## config.mk

```make
export PLATFORM = sky130hd
export DESIGN_NAME = reg_file_mp_flat
export DESIGN_NICKNAME = d
export VERILOG_FILES = /design/src/rtl/reg_file_pkg.sv /design/src/rtl/reg_file_mp_if.sv /design/src/rtl/reg_scoreboard.sv /design/src/rtl/reg_file_mp.sv /design/src/flat_wrapper.sv
export SDC_FILE = /design/constraint.sdc
export NUM_CORES = 2
export LEC_CHECK = 0
export CAP_MARGIN = 20
export CORE_MARGIN = 2
export CORE_UTILIZATION = 38
export DETAILED_ROUTE_END_ITERATION = 10
export SLEW_MARGIN = 40
export SYNTH_ARGS = -nofsm -noshare
export SYNTH_HDL_FRONTEND = slang
export SYNTH_HIERARCHICAL = 1
export SYNTH_SLANG_ARGS = --single-unit
```

## constraint.sdc

```tcl
create_clock -name clk -period 149.9 [get_ports clk]
set_input_delay 29.98 -clock clk [delete_from_list [all_inputs] [get_ports clk]]
set_output_delay 29.98 -clock clk [all_outputs]
set_load 0.005 [all_outputs]
```

## src/rtl/reg_file_pkg.sv

```systemverilog
// Shared defaults and the bypass-resolution helper for the multi-port register file.
package reg_file_pkg;

  localparam int DEF_DATA_W = 32;
  localparam int DEF_ADDR_W = 5;
  localparam int DEF_NUM_RD = 3;

  // Helper operates on the widest supported shape; callers zero-extend in and truncate out.
  localparam int MAX_DATA_W = 64;
  localparam int MAX_ADDR_W = 16;

  function automatic logic [MAX_DATA_W-1:0] bypass_data(
    input logic [MAX_ADDR_W-1:0] ra,
    input logic                  we0,
    input logic [MAX_ADDR_W-1:0] wa0,
    input logic [MAX_DATA_W-1:0] wd0,
    input logic                  we1,
    input logic [MAX_ADDR_W-1:0] wa1,
    input logic [MAX_DATA_W-1:0] wd1,
    input logic [MAX_DATA_W-1:0] stored
  );
    logic [MAX_DATA_W-1:0] res;
    if (we1 && (wa1 == ra)) begin
      res = wd1;
    end else if (we0 && (wa0 == ra)) begin
      res = wd0;
    end else begin
      res = stored;
    end
    return res;
  endfunction

endpackage

```

## src/rtl/reg_file_mp_if.sv

```systemverilog
// Bus bundle for reg_file_mp: two write ports, packed read ports, issue and scoreboard status.
interface reg_file_mp_if
  import reg_file_pkg::*;
#(
  parameter int DATA_W = DEF_DATA_W,
  parameter int ADDR_W = DEF_ADDR_W,
  parameter int NUM_RD = DEF_NUM_RD
);

  logic                     we0;
  logic [ADDR_W-1:0]        wa0;
  logic [DATA_W-1:0]        wd0;
  logic                     we1;
  logic [ADDR_W-1:0]        wa1;
  logic [DATA_W-1:0]        wd1;
  logic [NUM_RD*ADDR_W-1:0] ra;
  logic [NUM_RD*DATA_W-1:0] rd;
  logic [NUM_RD-1:0]        rpend;
  logic                     iss_v;
  logic [ADDR_W-1:0]        iss_a;
  logic [ADDR_W:0]          pend_cnt;

  modport master (
    output we0, wa0, wd0, we1, wa1, wd1, ra, iss_v, iss_a,
    input  rd, rpend, pend_cnt
  );

  modport slave (
    input  we0, wa0, wd0, we1, wa1, wd1, ra, iss_v, iss_a,
    output rd, rpend, pend_cnt
  );

endinterface

```

## src/rtl/reg_scoreboard.sv

```systemverilog
// Pending-bit scoreboard: issue sets, writes clear, with an incrementally maintained population count.
module reg_scoreboard #(
  parameter int ADDR_W = 5,
  parameter int NUM_RD = 3
) (
  input  logic                     clk,
  input  logic                     reset,
  input  logic                     i_clr0,
  input  logic [ADDR_W-1:0]        i_ca0,
  input  logic                     i_clr1,
  input  logic [ADDR_W-1:0]        i_ca1,
  input  logic                     i_set,
  input  logic [ADDR_W-1:0]        i_sa,
  input  logic [NUM_RD*ADDR_W-1:0] i_ra,
  output logic [NUM_RD-1:0]        o_rpend,
  output logic [ADDR_W:0]          o_pend_cnt
);

  localparam int DEPTH = 32'sd1 << ADDR_W;

  logic [DEPTH-1:0] r_pend;
  logic [ADDR_W:0]  r_cnt;
  logic [ADDR_W:0]  w_inc;
  logic [ADDR_W:0]  w_dec0;
  logic [ADDR_W:0]  w_dec1;
  logic             w_hit0;
  logic             w_hit1;

  // A cleared entry that is also being set stays pending, so it never counts as a decrement;
  // both write ports hitting the same entry count as one clear.
  assign w_hit0 = i_clr0 && r_pend[i_ca0] && !(i_set && (i_ca0 == i_sa));
  assign w_hit1 = i_clr1 && r_pend[i_ca1] && !(i_set && (i_ca1 == i_sa))
                  && !(i_clr0 && (i_ca0 == i_ca1));
  assign w_inc  = {{ADDR_W{1'b0}}, (i_set && !r_pend[i_sa])};
  assign w_dec0 = {{ADDR_W{1'b0}}, w_hit0};
  assign w_dec1 = {{ADDR_W{1'b0}}, w_hit1};

  always_ff @(posedge clk or posedge reset) begin
    if (reset) begin
      r_pend <= {DEPTH{1'b0}};
      r_cnt  <= {(ADDR_W+1){1'b0}};
    end else begin
      if (i_clr0) begin
        r_pend[i_ca0] <= 1'b0;
      end
      if (i_clr1) begin
        r_pend[i_ca1] <= 1'b0;
      end
      if (i_set) begin
        r_pend[i_sa] <= 1'b1;
      end
      r_cnt <= r_cnt + w_inc - w_dec0 - w_dec1;
    end
  end

  // Same-cycle writes mask the pending bit; the same-cycle issue does not show up until the edge.
  always_comb begin
    o_rpend = {NUM_RD{1'b0}};
    for (int k = 0; k < NUM_RD; k++) begin
      o_rpend[k] = r_pend[i_ra[k*ADDR_W +: ADDR_W]]
                   && !(i_clr0 && (i_ca0 == i_ra[k*ADDR_W +: ADDR_W]))
                   && !(i_clr1 && (i_ca1 == i_ra[k*ADDR_W +: ADDR_W]));
    end
  end

  assign o_pend_cnt = r_cnt;

endmodule

```

## src/rtl/reg_file_mp.sv

```systemverilog
// Two-write, multi-read register file with same-cycle write bypass and an issue scoreboard.
module reg_file_mp
  import reg_file_pkg::*;
#(
  parameter int DATA_W   = DEF_DATA_W,
  parameter int ADDR_W   = DEF_ADDR_W,
  parameter int NUM_RD   = DEF_NUM_RD,
  parameter int ZERO_REG = 1
) (
  input logic           clk,
  input logic           reset,
  reg_file_mp_if.slave  bus
);

  localparam int DEPTH = 32'sd1 << ADDR_W;

  logic [DATA_W-1:0]        r_mem [DEPTH];
  logic                     w_we0;
  logic                     w_we1;
  logic                     w_iss;
  logic [NUM_RD*DATA_W-1:0] w_rd;

  function automatic logic writable(input logic [ADDR_W-1:0] a);
    return !((ZERO_REG != 32'sd0) && (a == {ADDR_W{1'b0}}));
  endfunction

  // Effective enables: entry 0 is inert when hardwired, and nothing acts while reset is held.
  assign w_we0 = !reset && bus.we0 && writable(bus.wa0);
  assign w_we1 = !reset && bus.we1 && writable(bus.wa1);
  assign w_iss = !reset && bus.iss_v && writable(bus.iss_a);

  // Port 1 is assigned last so it wins a same-address collision.
  always_ff @(posedge clk or posedge reset) begin
    if (reset) begin
      for (int i = 0; i < DEPTH; i++) begin
        r_mem[i] <= {DATA_W{1'b0}};
      end
    end else begin
      if (w_we0) begin
        r_mem[bus.wa0] <= bus.wd0;
      end
      if (w_we1) begin
        r_mem[bus.wa1] <= bus.wd1;
      end
    end
  end

  always_comb begin
    w_rd = {(NUM_RD*DATA_W){1'b0}};
    for (int k = 0; k < NUM_RD; k++) begin
      if (reset) begin
        w_rd[k*DATA_W +: DATA_W] = {DATA_W{1'b0}};
      end else begin
        w_rd[k*DATA_W +: DATA_W] = DATA_W'(bypass_data(
          MAX_ADDR_W'(bus.ra[k*ADDR_W +: ADDR_W]),
          w_we0, MAX_ADDR_W'(bus.wa0), MAX_DATA_W'(bus.wd0),
          w_we1, MAX_ADDR_W'(bus.wa1), MAX_DATA_W'(bus.wd1),
          MAX_DATA_W'(r_mem[bus.ra[k*ADDR_W +: ADDR_W]])));
      end
    end
  end

  assign bus.rd = w_rd;

  reg_scoreboard #(
    .ADDR_W (ADDR_W),
    .NUM_RD (NUM_RD)
  ) u_scoreboard (
    .clk        (clk),
    .reset      (reset),
    .i_clr0     (w_we0),
    .i_ca0      (bus.wa0),
    .i_clr1     (w_we1),
    .i_ca1      (bus.wa1),
    .i_set      (w_iss),
    .i_sa       (bus.iss_a),
    .i_ra       (bus.ra),
    .o_rpend    (bus.rpend),
    .o_pend_cnt (bus.pend_cnt)
  );

endmodule
```

## src/flat_wrapper.sv

```systemverilog
// flat-port wrapper written by rule: the top's interface ports become plain ports
module reg_file_mp_flat import reg_file_pkg::*;
#(
  parameter int DATA_W   = DEF_DATA_W,
  parameter int ADDR_W   = DEF_ADDR_W,
  parameter int NUM_RD   = DEF_NUM_RD,
  parameter int ZERO_REG = 1
)
  (clk, reset, bus_we0, bus_wa0, bus_wd0, bus_we1, bus_wa1, bus_wd1, bus_ra, bus_iss_v, bus_iss_a, bus_rd, bus_rpend, bus_pend_cnt);
  reg_file_mp_if #(.DATA_W(DATA_W), .ADDR_W(ADDR_W), .NUM_RD(NUM_RD)) bus_i ();
  input logic clk;
  input logic reset;
  input wire logic [$bits(bus_i.we0)-1:0] bus_we0;
  input wire logic [$bits(bus_i.wa0)-1:0] bus_wa0;
  input wire logic [$bits(bus_i.wd0)-1:0] bus_wd0;
  input wire logic [$bits(bus_i.we1)-1:0] bus_we1;
  input wire logic [$bits(bus_i.wa1)-1:0] bus_wa1;
  input wire logic [$bits(bus_i.wd1)-1:0] bus_wd1;
  input wire logic [$bits(bus_i.ra)-1:0] bus_ra;
  input wire logic [$bits(bus_i.iss_v)-1:0] bus_iss_v;
  input wire logic [$bits(bus_i.iss_a)-1:0] bus_iss_a;
  output wire logic [$bits(bus_i.rd)-1:0] bus_rd;
  output wire logic [$bits(bus_i.rpend)-1:0] bus_rpend;
  output wire logic [$bits(bus_i.pend_cnt)-1:0] bus_pend_cnt;
  assign bus_i.we0 = bus_we0;
  assign bus_i.wa0 = bus_wa0;
  assign bus_i.wd0 = bus_wd0;
  assign bus_i.we1 = bus_we1;
  assign bus_i.wa1 = bus_wa1;
  assign bus_i.wd1 = bus_wd1;
  assign bus_i.ra = bus_ra;
  assign bus_i.iss_v = bus_iss_v;
  assign bus_i.iss_a = bus_iss_a;
  assign bus_rd = bus_i.rd;
  assign bus_rpend = bus_i.rpend;
  assign bus_pend_cnt = bus_i.pend_cnt;
  reg_file_mp #(.DATA_W(DATA_W), .ADDR_W(ADDR_W), .NUM_RD(NUM_RD), .ZERO_REG(ZERO_REG)) u_core (.clk(clk), .reset(reset), .bus(bus_i));
endmodule
```

==> Word-level counts from Yosys, hierarchy flattened <==
Index checks and enable logic that the tools add are counted.
{ "classes": {"add_sub_neg": 3, "mul": 0, "div": 0, "magnitude_cmp": 16, "n_eq_ne": 9, "n_shift": 0, "n_mux": 47, "n_bitwise": 10, "n_reduce_logical": 49} }
{ "op_table": {"columns": ["op", "n"], "rows": [
  ["$bwmux 1024", 2],
  ["$mux 1024", 2],
  ["$mux 32", 20],
  ["$bmux 32 s5", 3],
  ["$demux 32 s5", 2],
  ["$and 32x32->32", 2],
  ["$not 32->32", 2],
  ["$eq 5x5->1", 9],
  ["$lt 5x6->1 const B", 6],
  ["$logic_and 1x1->1", 32],
  ["$or 32x32->32", 1],
  ["$bmux 1 s5", 6],
  ["$ge 6x6->1 const B", 5],
  ["$not 5->6", 5],
  ["$demux 1 s5", 3],
  ["$ge 5x1->1 const B", 3],
  ["$logic_not 5->1", 3],
  ["$logic_not 1->1", 14],
  ["$lt 6x1->1 const B", 2],
  ["$sub 6x1->6", 2],
  ["$mux 1", 9],
  ["$add 6x1->6", 1]
]} }
{ "totals": {"ff_bits": 1062, "latchBits": 0, "ramBits": 0, "romBits": 0, "inputBits": 99, "out_inout_bits": 105, "wordCells": 168, "n_memories": 0} }

==> Depth between registers and ports, before layout <==
{ "logic_depth": {"ltp_word": 11, "depth_mapped": 18, "depth_no_buf": 16} }

==> Cells and area by module <==
Netlist, hierarchy kept.
{ "modules_own_cells": {"columns": ["module", "instances", "cells_each", "area_each_um2", "seq_area_each_um2"], "rows": [
  ["reg_file_mp", 1, 8139, 74958.1, 25624.6],
  ["reg_scoreboard", 1, 419, 4317.9, 950.9]
]} }

==> Worst setup path before layout <==
OpenSTA, ideal clock, no wires.
{ "synth_timing": {"path_kind": "input to output", "from": "input port reset", "to": "output port bus_rd[68]", "t_arrival_ns": 62.203, "t_required_ns": 119.920, "setup_slack_ns": 57.717, "cell_stages": 5, "n_path_buf": 2, "path_cell_list": "clkbuf_1 -> inv_1 -> clkbuf_1 -> nand2_1 -> o221ai_2"} }
{ "synth_via": {"elab_chain_cells": 7, "elab_cells_between_ends": 10, "classes_between": "mux (3); reduce/logical (7)"} }
{ "synth_lines": {"columns": ["item", "line_no", "source"], "rows": [
  ["start: declaration", "flat_wrapper.sv:12", "input logic reset;"],
  ["$logic_not 1->1", "reg_file_mp.sv:28, reg_file_mp.sv:29", null],
  ["$logic_and 1x1->1 (2 in a row)", "reg_file_mp.sv:28", "assign w_we0 = !reset && bus.we0 && writable(bus.wa0);"],
  ["$logic_and 1x1->1", "reg_file_pkg.sv:25", "end else if (we0 && (wa0 == ra)) begin"],
  ["$mux 32", "reg_file_pkg.sv:25", null],
  ["$mux 32", "reg_file_pkg.sv:23", "if (we1 && (wa1 == ra)) begin"],
  ["$mux 32 *", "reg_file_mp.sv:51", "if (reset) begin"],
  ["end: declaration", "flat_wrapper.sv:22", "output wire logic [$bits(bus_i.rd)-1:0] bus_rd;"]
]} }
Every way passes the cells marked *; elsewhere a longest branch is shown, timed or not.

==> Worst setup path in the final report <==
{ "layout_timing": {"from": "input port bus_ra[6]", "to": "output port bus_rd[49]"} }
{ "layout_via": {"elab_chain_cells": 7, "elab_cells_between_ends": 11, "classes_between": "eq/ne (2); mux (6); bitwise (1); reduce/logical (2)"} }
{ "layout_lines": {"columns": ["item", "line_no", "source"], "rows": [
  ["start: declaration", "flat_wrapper.sv:19", "input wire logic [$bits(bus_i.ra)-1:0] bus_ra;"],
  ["$not 5->6 (implied by the code)", "reg_file_mp.sv:58", "MAX_DATA_W'(r_mem[bus.ra[k*ADDR_W +: ADDR_W]])));"],
  ["$bmux 32 s5", "reg_file_mp.sv:58", null],
  ["$mux 32 (implied by the code) (2 in a row)", "reg_file_mp.sv:58", null],
  ["$mux 32", "reg_file_pkg.sv:25", null],
  ["$mux 32 *", "reg_file_pkg.sv:23", null],
  ["$mux 32 *", "reg_file_mp.sv:51", null]
]} }
Every way passes the cells marked *; elsewhere a longest branch is shown, timed or not. The select of a mux whose other input is x is not followed.

==> metrics.txt <==
status complete, no violations; Least-Margin Pin Slew between 1000 and 1500 ps; drt pass-1 iters 7; Clock Latency Late Sink about 800 ps; CTS Buf Count 133; final worst setup slack ~85000 ps; Worst Path Arrival 35010 ps; I/O pin total 204; Synth async-reset ratio 100%; Final Wtd Congestion 0.942; Hold Crit Class reg -> reg; Slew Limit Fails 0; fin crit share between 40% and 50%; NumNets Final between 8000 and 9000; share of layout cells above drive strength 1 a little under a tenth; Routed wire per std cell between 30 and 40 um; Syn Std Cell Area 0.0793 sq mm; Netlist cell types 60; leakage power 0.0381 uW; peak supply drop between 0.01 and 0.015 mV; DP Cell Count around 11000; final non-filler cell total between 10000 and 15000; Post-synth EDFFs 0; routed vias/inst ~6.8; drt first-iter violations ~12000; setup violators final 0; core area between 0.2 and 0.25 sq mm; vias ~75000; post-CTS sizing 0; CP Launch Type input port; register clock-pin slew on the reported worst setup and hold paths ~50 ps; Rel. slew slack a little under a third; critical-path maximum fanout 70; CTS tree done; die width about 460 um; die height about 460 um; syn avg cell area a little over 9 sq um; largest net degree at the start of global routing 150; area leader, netlist dfrtp_1; first-pass GRT wire length roughly 540 mm; DRC violations left 0; pre-CTS WS 84450 ps; register area share after synthesis ~34%; vias in the first global route a little over 70000; power per standard cell area 11.9 mW/mm^2; clock root cell clkbuf_16; PortBufs just over 200; Synth top area share 33.5%; H-tree Lvls 4; cell row count around 170; Hold Buf Count CTS 0; Post-Syn Instances between 8000 and 9000; synth top area cells dfrtp_1 (34%), mux2i_1 (30%), a22oi_1 (5.0%); most common cell after layout, fill and taps aside mux2i_1; initial core utilization a little under two fifths; Top FF cell, synth dfrtp_1; fin crit period around 65000 ps; fmax between 15 and 20 MHz; Total GRT Usage between 30% and 40%; Final Hold Viols 0; max cap viols 0; Setup TNS 0 ps; Overflow after GRT 0; CTS max path bufs 3; initial antenna violation count 26; Setup CP Type in -> out; most frequent cells in the layout mux2i_1 (2355), dfrtp_1 (1062), nand2_1 (678), a21oi_1 (586), o21ai_0 (558); postcts setup bufs 0; RSZ-0062 raised after global routing false; Crit. End Element primary output; die area 0.212 sq mm; final WL approximately 390 mm; Worst EP required 119920 ps; Syn Nets between 8000 and 9000; Antenna Violating Nets Remaining 0; clk_skew 6.91 ps; Yosys reg bits 1062; Layout area overhead 11.7%; Synth Warn # 6; CTS sink count approximately 1100; hpwl dp ~220 mm
-- final timing paths --
| path | cells past startpoint | from | end | slack (ps) |
|---|---|---|---|---|
| max in group asynchronous | 7 | reset | u_core/r_mem[747]$_DFF_PP0_ | 117850 |
| worst max-delay path | 12 | bus_ra[6] | bus_rd[49] | 84910 |
| min in group asynchronous | 3 | reset | u_core/r_mem[961]$_DFF_PP0_ | 29490 |
| worst max register to register | 14 | u_core/u_scoreboard/r_pend[18]$_DFF_PP0_ | u_core/u_scoreboard/o_pend_cnt[5]$_DFF_PP0_ | 146350 |
| worst min-delay path | 0 | u_core/r_mem[994]$_DFF_PP0_ | u_core/r_mem[994]$_DFF_PP0_ | 420 |
| worst min register to register | 0 | u_core/r_mem[994]$_DFF_PP0_ | u_core/r_mem[994]$_DFF_PP0_ | 420 |
-- cells in the mapped netlist (8+ instances only) --
library cell,count
a21oi_1,586
buf_1,93
xnor2_1,41
buf_2,266
inv_1,18
mux4_1,8
buf_6,14
clkbuf_1,628
o211ai_2,8
o221ai_1,16
mux2i_1,2355
a221oi_1,95
mux4_2,133
nor2_1,559
nand2_1,705
nor2b_1,54
nor3b_1,13
o211ai_1,71
a22o_1,14
and4_1,96
buf_4,14
or3_1,8
nor4_1,12
nand3_1,413
and3b_1,8
nand3b_1,12
o21ai_1,36
o221ai_2,12
dfrtp_1,1062
o21ai_0,558
a22oi_1,533
xor2_1,38
-- sequential cells by signal, indices dropped and copies added, names as in the netlist --
register                        flops
u_core/u_scoreboard/r_pend         32
u_core/u_scoreboard/o_pend_cnt      6
u_core/r_mem                     1024
-- per-layer routing --
layer	wire, um	GRT usage, %	vias up
li1	-	-	30600
met1	141000	43.3	36500
met2	157000	49.5	6186
met3	52500	12.6	1729
met4	34400	26.5	26
met5	268	0.413	-
-- where the power goes --
group | switching, uW | total, uW | internal, uW
clock network | 140 | 336 | 195
logic | 153 | 284 | 131
registers | 84.0 | 438 | 354
total | 377 | 1060 | 681
-- cells by family after synthesis --
kind of cell | Yosys count | share of synthesized area [%]
compound gates | 1942 | 15.1
xor+xnor | 79 | 0.873
fa+ha+maj | 8 | 0.145
buf+inv | 1040 | 5.60
flops | 1062 | 33.5
mux | 2499 | 33.8
simple gates | 1928 | 11.0
-- final cells by class --
cell class	instances	area (sq um)
Multi-Input combinational cell	6456	49000
Clock buffer	186	3780
Clock inverter	46	598
Antenna cell	14	35.0
Timing Repair Buffer	477	4970
Fill cell	19900	119000
Inverter	18	75.1
Sequential cell	1062	26600
Tap cell	2788	3490
-- critical path, stage by stage --
cell	delay (ps)
buf_8	500
buf_6	630
buf_6	660
buf_12	270
buf_16	360
buf_16	340
mux2i_1	150
a221oi_1	290
o21ai_0	160
and4_1	260
o211ai_1	560
clkdlybuf4s50_1	630
-- metrics by stage --
| stage | hold WS (ps) | util [%] | power [uW] | instance area [sq um] |
|---|---|---|---|---|
| 2_1_floorplan | 458 | - | 613 | 79300 |
| 3_3_place_gp | 394 | 40.0 | 695 | 82900 |
| 3_5_place_dp | 403 | 40.5 | 711 | 83900 |
| 4_1_cts | 416 | 42.6 | 1040 | 88200 |
| 5_1_grt | 434 | 42.7 | 1100 | 88500 |
| 6_report | 416 | 42.7 | 1060 | 88500 |
No activity file was read; power rests on OpenSTA's default activity.
